`src/rtl/arm_pkg.sv`:
```
// Shared fetch-path constants and the IF/ID pipeline register payload.
package arm_pkg;

  localparam int unsigned WORD_W    = 32;
  localparam int unsigned PC_STEP   = 4;
  localparam logic [WORD_W-1:0] NOP_INSTR = 32'h0000_0000;

  typedef struct packed {
    logic [WORD_W-1:0] instr;
    logic [WORD_W-1:0] pc;
    logic              valid;
  } if_id_t;

endpackage

```
`src/rtl/pc_register.sv`:
```
// Program counter with its next-PC mux: branch > freeze > sequential.
module pc_register
  import arm_pkg::*;
#(
  parameter logic [31:0] RESET_PC = 32'h0000_0000,
  parameter int unsigned STEP     = arm_pkg::PC_STEP
) (
  input  logic        clk,
  input  logic        rst,
  input  logic        freeze,
  input  logic        branch_taken,
  input  logic [31:0] branch_addr,
  output logic [31:0] pc
);

  logic [WORD_W-1:0] r_pc;
  logic [WORD_W-1:0] w_next_pc;

  // Branch targets are word aligned by clearing the low two bits.
  always_comb begin
    w_next_pc = r_pc + WORD_W'(STEP);
    if (branch_taken) begin
      w_next_pc = branch_addr & ~WORD_W'(3);
    end else if (freeze) begin
      w_next_pc = r_pc;
    end
  end

  always_ff @(posedge clk or posedge rst) begin
    if (rst) begin
      r_pc <= RESET_PC;
    end else begin
      r_pc <= w_next_pc;
    end
  end

  assign pc = r_pc;

endmodule

```
`src/rtl/fetch_stage.sv`:
```
// Instruction fetch stage: PC, combinational memory address and the IF/ID register.
// Optional fetch counter enabled by macro FETCH_COUNTER_EN.
module fetch_stage
  import arm_pkg::*;
#(
  parameter logic [31:0] RESET_PC = 32'h0000_0000,
  parameter int unsigned PC_STEP  = arm_pkg::PC_STEP
) (
  input  logic        clk,
  input  logic        rst,
  input  logic        freeze,
  input  logic        flush,
  input  logic        branch_taken,
  input  logic [31:0] branch_addr,
  output logic [31:0] instr_mem_addr,
  input  logic [31:0] instr_mem_data,
  output logic [31:0] if_id_instr,
  output logic [31:0] if_id_pc,
  output logic        if_id_valid,
  output logic [31:0] fetch_count
);

  logic [WORD_W-1:0] w_pc;
  logic              w_squash;
  logic              w_load;
  if_id_t            r_if_id;

  pc_register #(
    .RESET_PC (RESET_PC),
    .STEP     (PC_STEP)
  ) u_pc (
    .clk          (clk),
    .rst          (rst),
    .freeze       (freeze),
    .branch_taken (branch_taken),
    .branch_addr  (branch_addr),
    .pc           (w_pc)
  );

  assign instr_mem_addr = w_pc;
  assign w_squash       = flush | branch_taken;
  assign w_load         = ~w_squash & ~freeze;

  // A taken branch squashes IF/ID even during a stall.
  always_ff @(posedge clk or posedge rst) begin
    if (rst) begin
      r_if_id <= '{instr: NOP_INSTR, pc: '0, valid: 1'b0};
    end else if (w_squash) begin
      r_if_id <= '{instr: NOP_INSTR, pc: '0, valid: 1'b0};
    end else if (w_load) begin
      r_if_id <= '{instr: instr_mem_data, pc: w_pc + WORD_W'(PC_STEP), valid: 1'b1};
    end
  end

  assign if_id_instr = r_if_id.instr;
  assign if_id_pc    = r_if_id.pc;
  assign if_id_valid = r_if_id.valid;

`ifdef FETCH_COUNTER_EN
  logic [WORD_W-1:0] r_fetch_count;

  always_ff @(posedge clk or posedge rst) begin
    if (rst) begin
      r_fetch_count <= '0;
    end else if (w_load) begin
      r_fetch_count <= r_fetch_count + WORD_W'(1);
    end
  end

  assign fetch_count = r_fetch_count;
`else
  assign fetch_count = '0;
`endif

endmodule

```
`config.mk`:
```
export PLATFORM = sky130hd
export DESIGN_NAME = fetch_stage
export DESIGN_NICKNAME = d
export VERILOG_FILES = /design/src/rtl/arm_pkg.sv /design/src/rtl/pc_register.sv /design/src/rtl/fetch_stage.sv
export SDC_FILE = /design/constraint.sdc
export NUM_CORES = 1
export LEC_CHECK = 0
export BUFFER_PORTS_ARGS = -buffer_cell sky130_fd_sc_hd__buf_2
export CAP_MARGIN = 10
export CELL_PAD_IN_SITES_DETAIL_PLACEMENT = 0
export CELL_PAD_IN_SITES_GLOBAL_PLACEMENT = 1
export CORE_ASPECT_RATIO = 1.25
export CORE_MARGIN = 10
export CORE_UTILIZATION = 39
export CTS_CLUSTER_DIAMETER = 120
export DETAILED_ROUTE_END_ITERATION = 8
export PLACE_DENSITY_LB_ADDON = 0.1
export SETUP_SLACK_MARGIN = 0.5
export SLEW_MARGIN = 30
export SYNTH_ARGS = -nofsm -noshare
export SYNTH_HDL_FRONTEND = slang
export SYNTH_HIERARCHICAL = 1
export SYNTH_SLANG_ARGS = --single-unit
```
`constraint.sdc`:
```
create_clock -name clk -period 5.45 [get_ports clk]
set_clock_uncertainty 0.05 [all_clocks]
set_input_delay 0.545 -clock clk [delete_from_list [all_inputs] [get_ports clk]]
set_output_delay 0.545 -clock clk [all_outputs]
set_load 0.1 [all_outputs]
```
==> flow_metrics.py, run 1 <==
metrics = {
    "status": {
        "outcome": "finished, final reports clean",
    },
    "critical_path": {
        "rr_endpoint": "if_id_pc[30]",
        "crit_type": "register to register",
        "critPathCaptureType": "register",
        "slowest_delay_ns": 0.68,
        "crit_path_start_kind": "register",
        "rrSetupSlack_ns": 3.03,
        "crit_path_top_delay_cell": "or4_4",
        "r2r_cells": 4,
        "crit_chain": "nand3_1 > or4_4 > o311a_1 > a221o_1",
        "rr_startpoint": "u_pc/pc[9]",
        "worstPathRequired_ns": 5.62,
        "crit_fanout": 14,
        "worstPathArrival_ns": 2.60,
    },
    "logic_synthesis": {
        "seq_area_frac_synth_pct": 47.0,
        "synthDistinctLibCells": 51,
        "syn_area_sq_um": 5060,
        "syn-instance-count": 512,
        "ys_warn_count": 6,
        "ys_ff_latch": 95,
        "synth_top_area_cell": "dfrtp_1",
        "synth_area_leaders": "dfrtp_1, a22o_1, buf_4, nand2_1, nand3_1",
        "ys.flop_type": "dfrtp_1",
        "synth_area_per_cell_sq_um": 9.88,
        "synth-edff-count": 0,
        "synth_top_cell_area_share_pct": 47.0,
        "ys_async_sr_fraction_pct": 100,
    },
    "global_route": {
        "grt_pass1_vias": 4444,
        "grt_overflow": 0,
        "antenna_found_initial": 0,
        "grt_max_degree": 66,
        "grt_use_total_pct": 16.5,
        "grt_first_pass_wirelength_microns": 24000,
    },
    "timing": {
        "tns_ns": 0,
        "setup_viol": 0,
        "finalHoldWorstSlack_ns": 0.239,
        "drv_slew": 0,
        "max_freq_mhz": 412,
        "period_share_pct": 44.5,
        "tightest_slew_ns": 0.828,
        "fin_crit_ns": 2.43,
        "rsz0062_at_grt": "no",
        "hold_violations": 0,
        "relSlewSlack_pct": 44.6,
    },
    "clock_network": {
        "cts_sinks": 95,
        "htreeDepth": 3,
        "hold_buffers": 0,
        "max-clock-path-buffers": 2,
        "clk_pin_slew_ns": 0.07,
        "post-cts-setup-buffers": 0,
        "insertion_delay_ns": 0.34,
        "cts_buffers": 9,
        "cts_root_buffer": "clkbuf_16",
        "cts_tree": "yes",
        "post_cts_resize_count": 0,
    },
    "finish": {
        "drive_above_1_share_pct": 29.1,
        "final_cell_area_sq_um": 6080,
        "n_antenna_cell": 0,
        "area_growth_syn_to_layout_pct": 20.3,
        "layout.nets": 722,
    },
    "hold_path": {
        "hold_path.class": "primary input to async pin",
    },
    "run": {
        "max-cap-violations": 0,
    },
    "placed_design": {
        "dpl.hpwl_microns": 11100,
        "gp_congestion": 0.779,
        "place_area_sq_um": 5800,
        "port_buffers": 161,
    },
    "floorplanning": {
        "rows": 46,
        "die_y_microns": 147,
        "fp.dieW_microns": 122,
        "start_util_pct": 39.8,
        "die-area_sq_um": 17900,
        "ios": 198,
        "core_area_sq_um": 12700,
    },
    "route": {
        "antenna_left": 0,
        "wirelength_microns": 15200,
        "drt_iter0_drc": 204,
        "drc": 0,
        "vias_per_cell": 5.41,
        "wl_per_cell_microns": 18.5,
        "vias": 4457,
        "first_pass_iters": 5,
    },
    "pwr": {
        "peakVddDrop_uv": 139,
        "p_per_area_nw_per_um2": 331,
        "cellLeakagePower_nw": 2.93,
    },
}
## worst max-delay path, delay by kind of cell, from the launching register on
family / cells / cell delay [ns]
AO/OA/AOI/OAI: 2 / 0.64
flip-flops: 1 / 0.67
AND/OR/NAND/NOR: 2 / 0.94
## final cells by class
cell class	instances	area, sq um
Clock buffer	11	243
Clock inverter	5	41.3
Inverter	7	26.3
Timing Repair Buffer	165	836
Multi-Input combinational cell	373	2350
Sequential cell	95	2380
Fill cell	1261	6640
Tap cell	168	210
## cells in the final DEF, fill, tap and decap left out, types with 9 or more instances in the layout
| cell type | count |
|---|---|
| o31ai_1 | 9 |
| a31oi_1 | 10 |
| nor2_1 | 17 |
| conb_1 | 34 |
| dfrtp_1 | 95 |
| nand4_1 | 20 |
| nand2_1 | 54 |
| xor2_1 | 13 |
| clkbuf_16 | 9 |
| buf_2 | 161 |
| o21ai_0 | 28 |
| o211ai_1 | 14 |
| or4_1 | 18 |
| nand3_1 | 39 |
| xnor2_1 | 13 |
| a22o_1 | 36 |
| and4_1 | 12 |
## registers in the layout, summed over array words and instances (netlist names)
register	cells
if_id_valid	1
if_id_instr	32
if_id_pc	32
u_pc/pc	30
## layer usage
| layer | vias to the layer above | global-route usage, % | wire length [microns] |
|---|---|---|---|
| met2 | 183 | 26.1 | 7180 |
| met4 | 0 | 5.62 | 228 |
| met5 | - | 0 | 0 |
| met1 | 2120 | 21.4 | 6660 |
| li1 | 2137 | - | - |
| met3 | 17 | 4.10 | 1140 |
## through the flow
step,power (mW),util (%),worst slack (ns),instances
6_report,2.01,47.8,3.03,824
5_1_grt,2.10,47.8,2.88,824
4_1_cts,2.03,47.8,3.04,824
3_5_place_dp,1.43,45.6,2.71,808
3_3_place_gp,1.43,45.6,2.75,808
2_1_floorplan,1.33,-,2.70,544
## cells by family (layout without fill, tap and decap cells)
family	after synthesis	count (layout)	synth area share [%]
and+or+nand+nor	193	193	21.4
AOI/OAI and AO/OA	117	117	17.1
DFF	95	95	47.0
buffers and inverters	76	188	9.08
xor gates and xnor gates	26	26	4.50
adders and majority gates	2	2	0.495
other	2	34	0.149
muxes	1	1	0.198
## cell usage after synthesis (all sizes together), types with 3 or more instances
library cell,instances
a22o,36
a31oi,10
a32oi,5
and3,5
and4,13
buf,48
clkbuf,21
dfrtp,95
inv,6
nand2,55
nand3,39
nand4,23
nor2,17
nor3,7
nor4,5
o211ai,14
o21ai,28
o311ai,3
o31ai,9
or4,19
xnor2,13
xor2,13
## report_power, final
part / internal [mW] / leakage (nW) / switching (mW)
clock: 0.325 / 0.132 / 0.271
combinational: 0.0932 / 1.56 / 0.505
sequential: 0.743 / 1.24 / 0.0751
total: 1.16 / 2.93 / 0.851
## worst max-delay path by stage
stage	from	endpoint	depth (start not counted)
after floorplan	u_pc/pc[2]	if_id_pc[24]	6
after detailed placement	branch_taken	u_pc/pc[18]	5
after global routing	u_pc/pc[9]	if_id_pc[30]	4
after CTS	u_pc/pc[9]	if_id_pc[30]	4
after global placement	branch_taken	u_pc/pc[18]	5
final	u_pc/pc[9]	if_id_pc[30]	4
No activity file was read; power rests on OpenSTA's default activity.
==> inputs of run 2 (changes only) <==
- CORE_UTILIZATION: 39 -> 33
- clock period: 5.45 -> 2.2 ns (I/O delays scaled with it)
==> flow_metrics.py, run 2 (synthesis results as in run 1) <==
metrics = {
    "placed_design": {
        "port_buffers": 161,
        "dpl.hpwl_microns": 12200,
        "gp_congestion": 0.813,
    },
    "critical_path": {
        "worstPathArrival_ns": 2.16,
        "critPathCaptureType": "register",
        "crit_path_start_kind": "register",
        "crit_fanout": 4,
        "crit_type": "register to register",
        "worstPathRequired_ns": 2.39,
    },
    "route": {
        "first_pass_iters": 4,
        "wl_per_cell_microns": 19.4,
        "vias_per_cell": 5.26,
        "vias": 4791,
        "antenna_left": 0,
        "drt_iter0_drc": 274,
        "drc": 0,
        "wirelength_microns": 17600,
    },
    "clock_network": {
        "cts_buffers": 9,
        "cts_root_buffer": "clkbuf_16",
        "htreeDepth": 3,
        "cts_sinks": 95,
        "cts_tree": "yes",
        "clk_pin_slew_ns": 0.07,
        "max-clock-path-buffers": 2,
        "insertion_delay_ns": 0.34,
    },
    "pwr": {
        "peakVddDrop_uv": 370,
        "p_total_mw": 5.23,
        "cellLeakagePower_nw": 3.33,
        "p_per_area_nw_per_um2": 742,
    },
    "global_route": {
        "use_met3_pct": 4.09,
        "grt_first_pass_wirelength_microns": 26500,
        "grt_max_degree": 46,
        "antenna_found_initial": 0,
        "grt_overflow": 0,
        "grt_pass1_vias": 4812,
        "top_usage_layer": "met2",
        "grt_use_met2_pct": 27.0,
        "grt_use_total_pct": 16.2,
        "met1_usage_pct": 20.0,
    },
    "floorplanning": {
        "die-area_sq_um": 20700,
        "die_y_microns": 158,
        "core_area_sq_um": 15000,
        "start_util_pct": 33.7,
        "fp.dieW_microns": 131,
        "ios": 198,
        "rows": 50,
    },
    "finish": {
        "fillers": 1471,
        "layout_common_cells": "buf_2, dfrtp_1, buf_4, nand2_1, a22o_1",
        "final_common_cell": "buf_2",
        "area_growth_syn_to_layout_pct": 39.4,
        "layout.nets": 796,
        "seq_area_sq_um": 2460,
        "n_antenna_cell": 0,
        "multi_input_area_sq_um": 2570,
        "drive_above_1_share_pct": 44.4,
    },
    "timing": {
        "rsz0062_at_grt": "yes",
        "max_freq_mhz": 506,
        "setup_viol": 0,
        "tightest_slew_ns": 0.513,
        "hold_violations": 0,
        "drv_slew": 0,
        "finalHoldWorstSlack_ns": 0.0333,
        "tns_ns": 0,
        "relSlewSlack_pct": 65.8,
        "fin_crit_ns": 1.98,
        "period_share_pct": 89.9,
    },
    "status": {
        "outcome": "finished, final reports clean",
    },
    "run": {
        "max-cap-violations": 0,
    },
    "hold_path": {
        "hold_path.class": "primary input to register",
    },
}
==> run 2: report_power, final <==
group | switching [mW] | internal, mW
logic | 1.35 | 0.381
clock network | 0.644 | 0.823
registers | 0.164 | 1.87
==> run 2: area by class of cell <==
class                   count  share of cell area (%)
clock buffers              14                    3.75
clock inverters             1                  0.0710
inverters                   7                   0.426
multi-input cells         375                    36.5
flip-flops and latches     95                    34.9
well taps                 182                    3.23
repair buffers            237                    21.1
==> run 2: path summary, 6_finish.rpt <==
kind                                   end             from  depth (start not counted)  slack (ns)
setup / recovery               u_pc/pc[18]       u_pc/pc[2]                          9        0.22
hold / removal                 u_pc/pc[18]  branch_addr[18]                          2        0.03
setup reg to reg               u_pc/pc[18]       u_pc/pc[2]                          9        0.22
hold reg to reg               if_id_pc[20]     if_id_pc[20]                          2        0.43
max in group asynchronous  if_id_instr[24]              rst                          4        1.17
min in group asynchronous      if_id_pc[8]              rst                          3        0.33
==> run 2: critical path, stage by stage, from the launching register on <==
cell and delay (ns):
dfrtp_4 0.44, buf_6 0.11, buf_6 0.10, ha_4 0.12, and3b_2 0.27, buf_4 0.14, buf_6 0.09, and4_4 0.22
a21oi_1 0.07, a211o_1 0.26
==> run 2: per-layer routing <==
metal / wire (microns) / part of all wire (%)
met1: 7560 / 43
met2: 8520 / 48
met3: 1250 / 7.1
met4: 312 / 1.8
met5: 0 / 0
==> run 2: timing repair <==
item,in CTS,in global routing
pin swaps,38,39
buffers inserted,37,19
cloned,2,0
setup endpoints to repair,32,50
hold buffers,1,0
hold endpoints to repair,40,0
resized for setup,38,42
==> run 2: through the flow <==
stage	worst slack, ns	util [%]	area, sq um	std cells
2_1_floorplan	0.00225	-	5350	544
3_5_place_dp	0.118	40.5	6080	837
5_1_grt	0.155	46.9	7050	911
6_report	0.222	46.9	7050	911
4_1_cts	0.174	45.2	6780	892
3_3_place_gp	0.144	40.5	6080	837
